### src/rtl/tqvp_spi_multi_bridge.sv
// SPI mode-0 to TinyQV register bridge routing each frame to one of NUM_PERIPH slots.
// Optional read timeout enabled by defining BRIDGE_TIMEOUT_EN.
module tqvp_spi_multi_bridge #(
    parameter int NUM_PERIPH     = 4,
    parameter int ADDR_W         = 6,
    parameter int TIMEOUT_CYCLES = 64
) (
    input  logic                       clk,
    input  logic                       rst_n,
    input  logic                       spi_cs_n,
    input  logic                       spi_clk,
    input  logic                       spi_mosi,
    output logic                       spi_miso,
    output logic [NUM_PERIPH-1:0]      periph_sel,
    output logic [ADDR_W-1:0]          periph_address,
    output logic [31:0]                data_in,
    output logic [1:0]                 data_write_n,
    output logic [1:0]                 data_read_n,
    input  logic [32*NUM_PERIPH-1:0]   data_out,
    input  logic [NUM_PERIPH-1:0]      data_ready,
    input  logic [NUM_PERIPH-1:0]      user_interrupt,
    output logic                       irq_out,
    output logic                       busy,
    output logic                       timeout_pulse
);
    localparam int SEL_W = $clog2(NUM_PERIPH);
    localparam int HDR_W = SEL_W + ADDR_W;
    localparam logic [SEL_W:0] NP = (SEL_W+1)'(NUM_PERIPH);

    typedef enum logic [2:0] {
        S_IDLE, S_CMD, S_ADDR, S_WDATA, S_WSTROBE, S_RWAIT, S_RDATA, S_DONE
    } state_t;

    state_t            state;
    logic [1:0]        cs_sync, clk_sync, mosi_sync;
    logic              clk_d;
    logic              cs_s, mosi_s, rise, fall;
    logic [30:0]       sh;
    logic [31:0]       sh_nxt;
    logic [SEL_W-1:0]  hdr_sel;
    logic [SEL_W-1:0]  sel_r;
    logic [5:0]        bit_cnt;
    logic              rw_r;
    logic [1:0]        width_r;
    logic [31:0]       tx;
    logic              started;
    logic [31:0]       slot_data;
`ifdef BRIDGE_TIMEOUT_EN
    localparam int TO_W = $clog2(TIMEOUT_CYCLES + 1);
    logic [TO_W-1:0]   to_cnt;
`endif

    function automatic logic [1:0] norm_w(input logic [1:0] w);
        return (w == 2'b11) ? 2'b10 : w;
    endfunction

    function automatic logic [5:0] last_bit(input logic [1:0] w);
        case (w)
            2'b00:   return 6'd7;
            2'b01:   return 6'd15;
            default: return 6'd31;
        endcase
    endfunction

    function automatic logic [31:0] mask_w(input logic [31:0] v, input logic [1:0] w);
        case (w)
            2'b00:   return {24'b0, v[7:0]};
            2'b01:   return {16'b0, v[15:0]};
            default: return v;
        endcase
    endfunction

    // Left-aligns the response so MISO always shifts out of bit 31.
    function automatic logic [31:0] align_w(input logic [31:0] v, input logic [1:0] w);
        case (w)
            2'b00:   return {v[7:0], 24'b0};
            2'b01:   return {v[15:0], 16'b0};
            default: return v;
        endcase
    endfunction

    function automatic logic sel_ok(input logic [SEL_W-1:0] s);
        return ({1'b0, s} < NP);
    endfunction

    function automatic logic [NUM_PERIPH-1:0] onehot(input logic [SEL_W-1:0] s);
        logic [NUM_PERIPH-1:0] v;
        v = '0;
        v[s] = 1'b1;
        return v;
    endfunction

    assign cs_s      = cs_sync[1];
    assign mosi_s    = mosi_sync[1];
    assign rise      = clk_sync[1] & ~clk_d;
    assign fall      = ~clk_sync[1] & clk_d;
    assign sh_nxt    = {sh, mosi_s};
    assign hdr_sel   = sh_nxt[HDR_W-1:ADDR_W];
    assign slot_data = data_out[int'(sel_r)*32 +: 32];

    always_ff @(posedge clk or negedge rst_n) begin
        if (!rst_n) begin
            cs_sync   <= 2'b11;
            clk_sync  <= 2'b00;
            mosi_sync <= 2'b00;
            clk_d     <= 1'b0;
            irq_out   <= 1'b0;
        end else begin
            cs_sync   <= {cs_sync[0], spi_cs_n};
            clk_sync  <= {clk_sync[0], spi_clk};
            mosi_sync <= {mosi_sync[0], spi_mosi};
            clk_d     <= clk_sync[1];
            irq_out   <= |user_interrupt;
        end
    end

    // Frame shift register; every field is sliced out of it at its last bit.
    always_ff @(posedge clk) begin
        if (rise) sh <= sh_nxt[30:0];
    end

    always_ff @(posedge clk or negedge rst_n) begin
        if (!rst_n) begin
            state          <= S_IDLE;
            bit_cnt        <= '0;
            rw_r           <= 1'b0;
            width_r        <= 2'b00;
            sel_r          <= '0;
            tx             <= '0;
            started        <= 1'b0;
            spi_miso       <= 1'b0;
            periph_sel     <= '0;
            periph_address <= '0;
            data_in        <= '0;
            data_write_n   <= 2'b11;
            data_read_n    <= 2'b11;
            busy           <= 1'b0;
`ifdef BRIDGE_TIMEOUT_EN
            to_cnt         <= '0;
            timeout_pulse  <= 1'b0;
`endif
        end else begin
`ifdef BRIDGE_TIMEOUT_EN
            timeout_pulse <= 1'b0;
`endif
            if (state != S_IDLE && cs_s) begin
                state        <= S_IDLE;
                busy         <= 1'b0;
                data_write_n <= 2'b11;
                data_read_n  <= 2'b11;
                periph_sel   <= '0;
                spi_miso     <= 1'b0;
            end else begin
                case (state)
                    S_IDLE: begin
                        spi_miso <= 1'b0;
                        if (!cs_s) begin
                            state   <= S_CMD;
                            busy    <= 1'b1;
                            bit_cnt <= '0;
                        end
                    end
                    S_CMD: if (rise) begin
                        bit_cnt <= bit_cnt + 6'd1;
                        if (bit_cnt == 6'd2) begin
                            rw_r    <= sh[1];
                            width_r <= norm_w(sh_nxt[1:0]);
                            bit_cnt <= '0;
                            state   <= S_ADDR;
                        end
                    end
                    S_ADDR: if (rise) begin
                        bit_cnt <= bit_cnt + 6'd1;
                        if (bit_cnt == 6'(HDR_W - 1)) begin
                            bit_cnt        <= '0;
                            sel_r          <= hdr_sel;
                            periph_address <= sh_nxt[ADDR_W-1:0];
                            started        <= 1'b0;
                            if (rw_r) begin
                                state <= S_WDATA;
                            end else if (sel_ok(hdr_sel)) begin
                                state       <= S_RWAIT;
                                data_read_n <= width_r;
                                periph_sel  <= onehot(hdr_sel);
`ifdef BRIDGE_TIMEOUT_EN
                                to_cnt      <= '0;
`endif
                            end else begin
                                // Unmapped slot: answer immediately with zero data.
                                state <= S_RDATA;
                                tx    <= '0;
                            end
                        end
                    end
                    S_WDATA: if (rise) begin
                        bit_cnt <= bit_cnt + 6'd1;
                        if (bit_cnt == last_bit(width_r)) begin
                            data_in <= mask_w(sh_nxt, width_r);
                            if (sel_ok(sel_r)) begin
                                state        <= S_WSTROBE;
                                data_write_n <= width_r;
                                periph_sel   <= onehot(sel_r);
                            end else begin
                                state <= S_DONE;
                            end
                        end
                    end
                    S_WSTROBE: begin
                        data_write_n <= 2'b11;
                        periph_sel   <= '0;
                        state        <= S_DONE;
                    end
                    S_RWAIT: begin
                        if (data_ready[sel_r]) begin
                            tx          <= align_w(slot_data, width_r);
                            data_read_n <= 2'b11;
                            periph_sel  <= '0;
                            bit_cnt     <= '0;
                            state       <= S_RDATA;
                        end
`ifdef BRIDGE_TIMEOUT_EN
                        else if (to_cnt == TO_W'(TIMEOUT_CYCLES - 1)) begin
                            tx            <= align_w('1, width_r);
                            data_read_n   <= 2'b11;
                            periph_sel    <= '0;
                            bit_cnt       <= '0;
                            timeout_pulse <= 1'b1;
                            state         <= S_RDATA;
                        end else begin
                            to_cnt <= to_cnt + TO_W'(1);
                        end
`endif
                    end
                    S_RDATA: if (fall) begin
                        if (!started) begin
                            spi_miso <= 1'b1;
                            started  <= 1'b1;
                        end else begin
                            spi_miso <= tx[31];
                            tx       <= {tx[30:0], 1'b0};
                            bit_cnt  <= bit_cnt + 6'd1;
                            if (bit_cnt == last_bit(width_r)) state <= S_DONE;
                        end
                    end
                    S_DONE: if (fall) spi_miso <= 1'b0;
                    default: state <= S_IDLE;
                endcase
            end
        end
    end

`ifndef BRIDGE_TIMEOUT_EN
    // No timeout hardware in this build; the parameter only keeps the interface uniform.
    assign timeout_pulse = 1'b0 && (TIMEOUT_CYCLES != 0);
`endif

endmodule
### config.mk
export PLATFORM = sky130hd
export DESIGN_NAME = tqvp_spi_multi_bridge
export DESIGN_NICKNAME = d
export VERILOG_FILES = /design/src/rtl/tqvp_spi_multi_bridge.sv
export SDC_FILE = /design/constraint.sdc
export NUM_CORES = 1
export LEC_CHECK = 0
export BUFFER_PORTS_ARGS = -buffer_cell sky130_fd_sc_hd__buf_2
export CAP_MARGIN = 20
export CORE_MARGIN = 1.5
export CORE_UTILIZATION = 40
export CTS_BUF_LIST = sky130_fd_sc_hd__clkbuf_4
export CTS_CLUSTER_DIAMETER = 50
export DETAILED_ROUTE_END_ITERATION = 12
export HOLD_SLACK_MARGIN = 0.06
export PLACE_DENSITY = 0.73
export RECOVER_POWER = 100
export SLEW_MARGIN = 15
export SYNTH_ARGS = -nofsm -noshare
export SYNTH_HDL_FRONTEND = slang
export SYNTH_SLANG_ARGS = --single-unit
### constraint.sdc
create_clock -name clk -period 6.6 [get_ports clk]
set_clock_uncertainty 0.2 [all_clocks]
set_input_delay 1.32 -clock clk [delete_from_list [all_inputs] [get_ports clk]]
set_output_delay 1.32 -clock clk [all_outputs]
set_load 0.02 [all_outputs]
==> Word level (Yosys, flattened, before mapping) <==
Index checks and enable logic that the tools add are counted.
W data, S select, Z words.
{ "word_totals": {"ff_bits": 134, "inputBits": 141, "out_inout_bits": 50, "wordCells": 169} }
{ "op_classes": {"addsub": 1, "magnitude_cmp": 4, "eq_ne": 35, "shift": 1, "muxes": 75, "bitwise": 5, "n_reduce_logical": 28} }
{ "op_table": {"columns": ["operator", "n"], "rows": [
  ["$pmux W32 S2", 3],
  ["$shiftx A128 B8 Y32", 1],
  ["$mux W32", 3],
  ["$mux W6", 16],
  ["$mux W3", 13],
  ["$ne A3 B3 Y1 const B", 13],
  ["$pmux W6 S6", 1],
  ["$mux W4", 7],
  ["$pmux W3 S7", 1],
  ["$mux W2", 9],
  ["$ne A2 B2 Y1 const B", 8],
  ["$pmux W4 S4", 1],
  ["$reduce_and A5 Y1", 3],
  ["$mux W1", 13],
  ["$eq A3 B3 Y1 const B", 4],
  ["$eq A6 B6 Y1", 2],
  ["$reduce_and A12 Y1", 1],
  ["$reduce_and A4 Y1", 3],
  ["$pmux W5 S2", 1],
  ["$reduce_and A9 Y1", 1],
  ["$reduce_bool A3 Y1", 3],
  ["$pmux W2 S2", 2],
  ["$reduce_bool A8 Y1", 1],
  ["$reduce_and A7 Y1", 1],
  ["26 further kinds", 38]
]} }

==> Depth between registers and ports, before layout <==
{ "logic_depth": {"depth_word": 12, "depth_mapped": 12, "depth_no_buf": 10} }

==> Worst setup path before layout <==
OpenSTA, ideal clock, no wires.
{ "synth_timing": {"path_type": "input to register", "from": "in data_ready[3]", "to": "reg periph_sel[0]", "setup_ns": 0.125, "arrival_ns": 2.605, "required_ns": 6.275, "setup_slack_ns": 3.670, "path_stages": 5, "n_path_buf": 0, "cell_sequence": "mux4_2 > o22ai_1 > and2b_1 > or3b_4 > mux2_4"} }
{ "synth_between": {"elab_chain_len": 4} }
{ "synth_rtl": {"columns": ["item", "line_no", "rtl"], "rows": [
  ["start, declared", "20", "input logic [NUM_PERIPH-1:0] data_ready,"],
  ["$bmux W1 S2", "214", "if (data_ready[sel_r]) begin"],
  ["$mux W1 (not written as such)", "214", null],
  ["$ne A3 B3 Y1 (no line)", null, null],
  ["$reduce_and A7 Y1 (no line)", null, null],
  ["end signal, assigned", "184", "periph_sel <= onehot(hdr_sel);"],
  ["end signal, assigned", "202", "periph_sel <= onehot(sel_r);"],
  ["end, declared", "14", "output logic [NUM_PERIPH-1:0] periph_sel,"]
]} }
Every way passes these cells. The select of a mux whose other input is x is not followed.
A chain may end at the register's enable or synchronous reset.

==> Worst setup path after layout <==
{ "layout_timing": {"from": "reg state[2]", "to": "reg data_in[4]"} }
{ "layout_between": {"elab_chain_len": 4, "word_cells_on_any_way": 5, "cone_classes": "eq/ne (1); bitwise (1); reduce/logical (3)"} }
{ "layout_rtl": {"columns": ["item", "line_no", "rtl"], "rows": [
  ["start, declared", "34", "state_t state;"],
  ["start signal, assigned", "124", "state <= S_IDLE;"],
  ["start signal, assigned", "147", "state <= S_IDLE;"],
  ["start signal, assigned", "158", "state <= S_CMD;"],
  ["$reduce_bool A3 Y1", "146", "if (state != S_IDLE && cs_s) begin"],
  ["$logic_and A1 B1 Y1", "146", null],
  ["$not A1 Y1 (no line)", null, null],
  ["$reduce_and A4 Y1 (no line) (*)", null, null],
  ["end signal, assigned", "198", "data_in <= mask_w(sh_nxt, width_r);"],
  ["end, declared", "16", "output logic [31:0] data_in,"]
]} }
Mark *: on every way between the ends. The rest lies on a longest branch, timed or not.

==> results.cfg <==
[placed_design]
place_congestion = 0.849
dp_slack_ns = 3.11
dpl.hpwl_um = 11400
io_buffers = 189

[cells_and_area]
finalNetCount = 903
layout-drive-gt1-share_pct = 31.1
syn_to_final_growth_pct = 18.7
fill_cells = 1571
fin_util_pct = 48.2

[synthesis]
synth.avg_cell_area_um2 = 11.4
synthCells = 589
synthTopCellsByArea = dfrtp_1 36%, edfxtp_1 14%, mux4_2 11%, nand2_1 5.2%, o21ai_0 4.9%
async_reset_ff_share_pct = 76.9
synth_top_cell_by_area = dfrtp_1
ys_seq_area_share_pct = 52.6
ys_ff_latch = 134
syn_nets = 734
netlist.area_leader.share_pct = 36.3
synth_edf_count = 31
synth-main-ff-cell = dfrtp_1
synth_cell_types = 64
ys.warnings.count = 0
syn_area_um2 = 6690

[drt]
vias = 5335
routedWlPerCell_um = 16.6
drc = 0
antenna_left = 0
drt_wl_total_um = 16400
drtIter0Drc = 442
viasPerCell = 5.38
firstDrtPassIters = 4

[clock_tree]
hold_buffers = 0
cts_resized = 0
cts_num_sinks = 134
h-tree-depth = 4
insertion_delay_ns = 0.53
cts_setup_buffers = 0
cts_buffer_depth = 2
cts.clk_slew.worst_paths_ns = 0.12
cts_tree = built
clock-root-buffer = clkbuf_4
cts_buffers = 17

[sta]
relSlewSlack_pct = -139
drv_slew = 194
worstMarginPinSlew_ns = 3.59
finalSetupViolCount = 0
tns_ns = 0
post-route-worst-setup-slack_ns = 2.24
min_period_ns = 4.36
rsz0062_at_grt = false
hold_violations = 0
fin_crit_sh_pct = 66.0
clock.fmax_mhz = 229

[min_path]
hp-start = mosi_sync[0]
hold_path_depth = 0
hold_path_end = mosi_sync[1]
hp-class = flip-flop to flip-flop

[critical_path]
cp-start-kind = flip-flop
rr_worst_depth = 7
cp_slowest_cell = clkbuf_1
cp.required_ns = 6.82
crit_fanout = 49
r2r_end = data_in[4]
r2r_start = state[2]
end_kind = flip-flop
cp.arrival_ns = 4.58
cp_cell_sequence = inv_1, nand2_1, ha_1, nor2_1, nand3_1, clkbuf_1, mux2_2
cp_num_buf_inv = 2
crit_type = flip-flop to flip-flop
max_stage_delay_ns = 1.33
crit_family = buffers and inverters
r2r_slack_ns = 2.24

[status]
status = finished with violations
violations = capacitance limit, slew limit

[floorplan]
start_util_pct = 40.6
fp.dieW_um = 132
top_level_ports = 191
chipHeight_um = 132
fp.coreArea_um2 = 16500
die_area_um2 = 17500
fp-row-count = 47

[power_and_ir_drop]
leakage_nw = 3.34
ir_drop_uv = 103
powerDensity_nw_per_um2 = 299

[flow_run]
drv_cap = 4

[grt]
grt_usage_pct = 19.2
first_global_vias = 5052
antenna_found_initial = 1
grt_max_degree = 68
gr-total-overflow = 0
grt_first_pass_wirelength_um = 26300
-- where the power goes --
group          internal [mW]  total [mW]  switching [mW]  leakage [nW]
logic                  0.290       0.692           0.402          1.59
registers               1.01        1.15           0.136          1.62
clock network          0.224       0.530           0.306         0.133
-- flip-flops by register name, indices dropped and copies added, names as in the netlist, 2 cells and up --
name and count:
bit_cnt 6, data_write_n 2, data_in 32, periph_address 6, width_r 2, sh 31
mosi_sync 2, periph_sel 4, data_read_n 2, tx 32, sel_r 2, cs_sync 2
clk_sync 2, state 3
-- layout make-up --
| cell class | instances | area (um2) | share of cell area [%] |
|---|---|---|---|
| flip-flops and latches | 134 | 3520 | 44.3 |
| multi-input cells | 400 | 2910 | 36.6 |
| repair buffers | 197 | 932 | 11.7 |
| well taps | 220 | 275 | 3.47 |
| clock inverters | 14 | 136 | 1.72 |
| clock buffers | 18 | 135 | 1.70 |
| inverters | 8 | 30.0 | 0.378 |
| diodes | 1 | 2.50 | 0.0315 |
-- metal layers --
metal  share of wire, %  global-route usage [%]  vias up
li1                   -                       -     2520
met1                 44                    25.6     2598
met2                 49                    31.4      199
met3                6.1                    4.00       18
met4                1.2                    6.35        0
met5                  0                       0        -
-- how the worst max path moves through the flow --
stage	start	depth (start not counted)	slack (ns)	end
floorplan	data_ready[3]	5	3.67	periph_sel[0]
global placement	data_ready[0]	7	3.16	bit_cnt[4]
detailed placement	state[2]	6	3.11	data_in[5]
CTS	state[2]	6	3.09	data_in[5]
global route	rst_n	1	1.61	clk_sync[1]
finish	state[2]	7	2.24	data_in[4]
-- through the flow --
step | total power [mW] | hold slack (ns) | cell area, um2 | instances
final | 2.37 | 0.159 | 7940 | 992
after global routing | 2.53 | 0.167 | 7940 | 992
after CTS | 2.42 | 0.161 | 8030 | 990
after detailed placement | 1.88 | 0.136 | 7750 | 958
after global placement | 1.87 | 0.134 | 7750 | 958
after floorplan | 1.69 | 0.131 | 6690 | 589
-- synth_stat cells, types with 3 or more instances --
cell	number
nor3_1	3
o31ai_1	3
mux2i_1	9
nand3_1	8
buf_2	10
mux2_2	18
nor4_1	3
clkbuf_1	28
edfxtp_1	31
inv_1	8
o31a_1	3
nand2_1	93
a221oi_1	15
o21a_1	3
a221o_1	8
dfstp_2	6
mux4_2	33
nand2b_1	4
buf_1	4
buf_4	3
dfrtp_1	97
nor2_1	47
ha_1	4
mux2_4	4
o21ai_0	65
or4_1	3
a21oi_1	21
nor2b_1	8
-- layout by cell type, fill, tap and decap left out, drive strengths merged, types with 4 or more instances in the layout --
cell and count:
buf 144, dfstp 6, nand2 93, o21ai 65, inv 8, a221oi 15
nand2b 4, clkbuf 71, nor2 47, clkinv 7, mux2 22, mux4 33
nand3 8, nor2b 8, a221o 8, ha 4, a21oi 21, dfrtp 97
clkinvlp 5, edfxtp 31, mux2i 9
-- logic make-up after synthesis --
kind of cell | after synthesis | synth area share [%]
AO/OA/AOI/OAI | 143 | 13.9
XOR/XNOR | 1 | 0.131
adder cells (fa/ha/maj) | 4 | 0.748
buffers and inverters | 55 | 3.67
flip-flops | 134 | 52.6
multiplexers | 64 | 16.4
other | 1 | 0.0561
AND/OR/NAND/NOR | 187 | 12.6
Power figures use the tool's default switching activity.
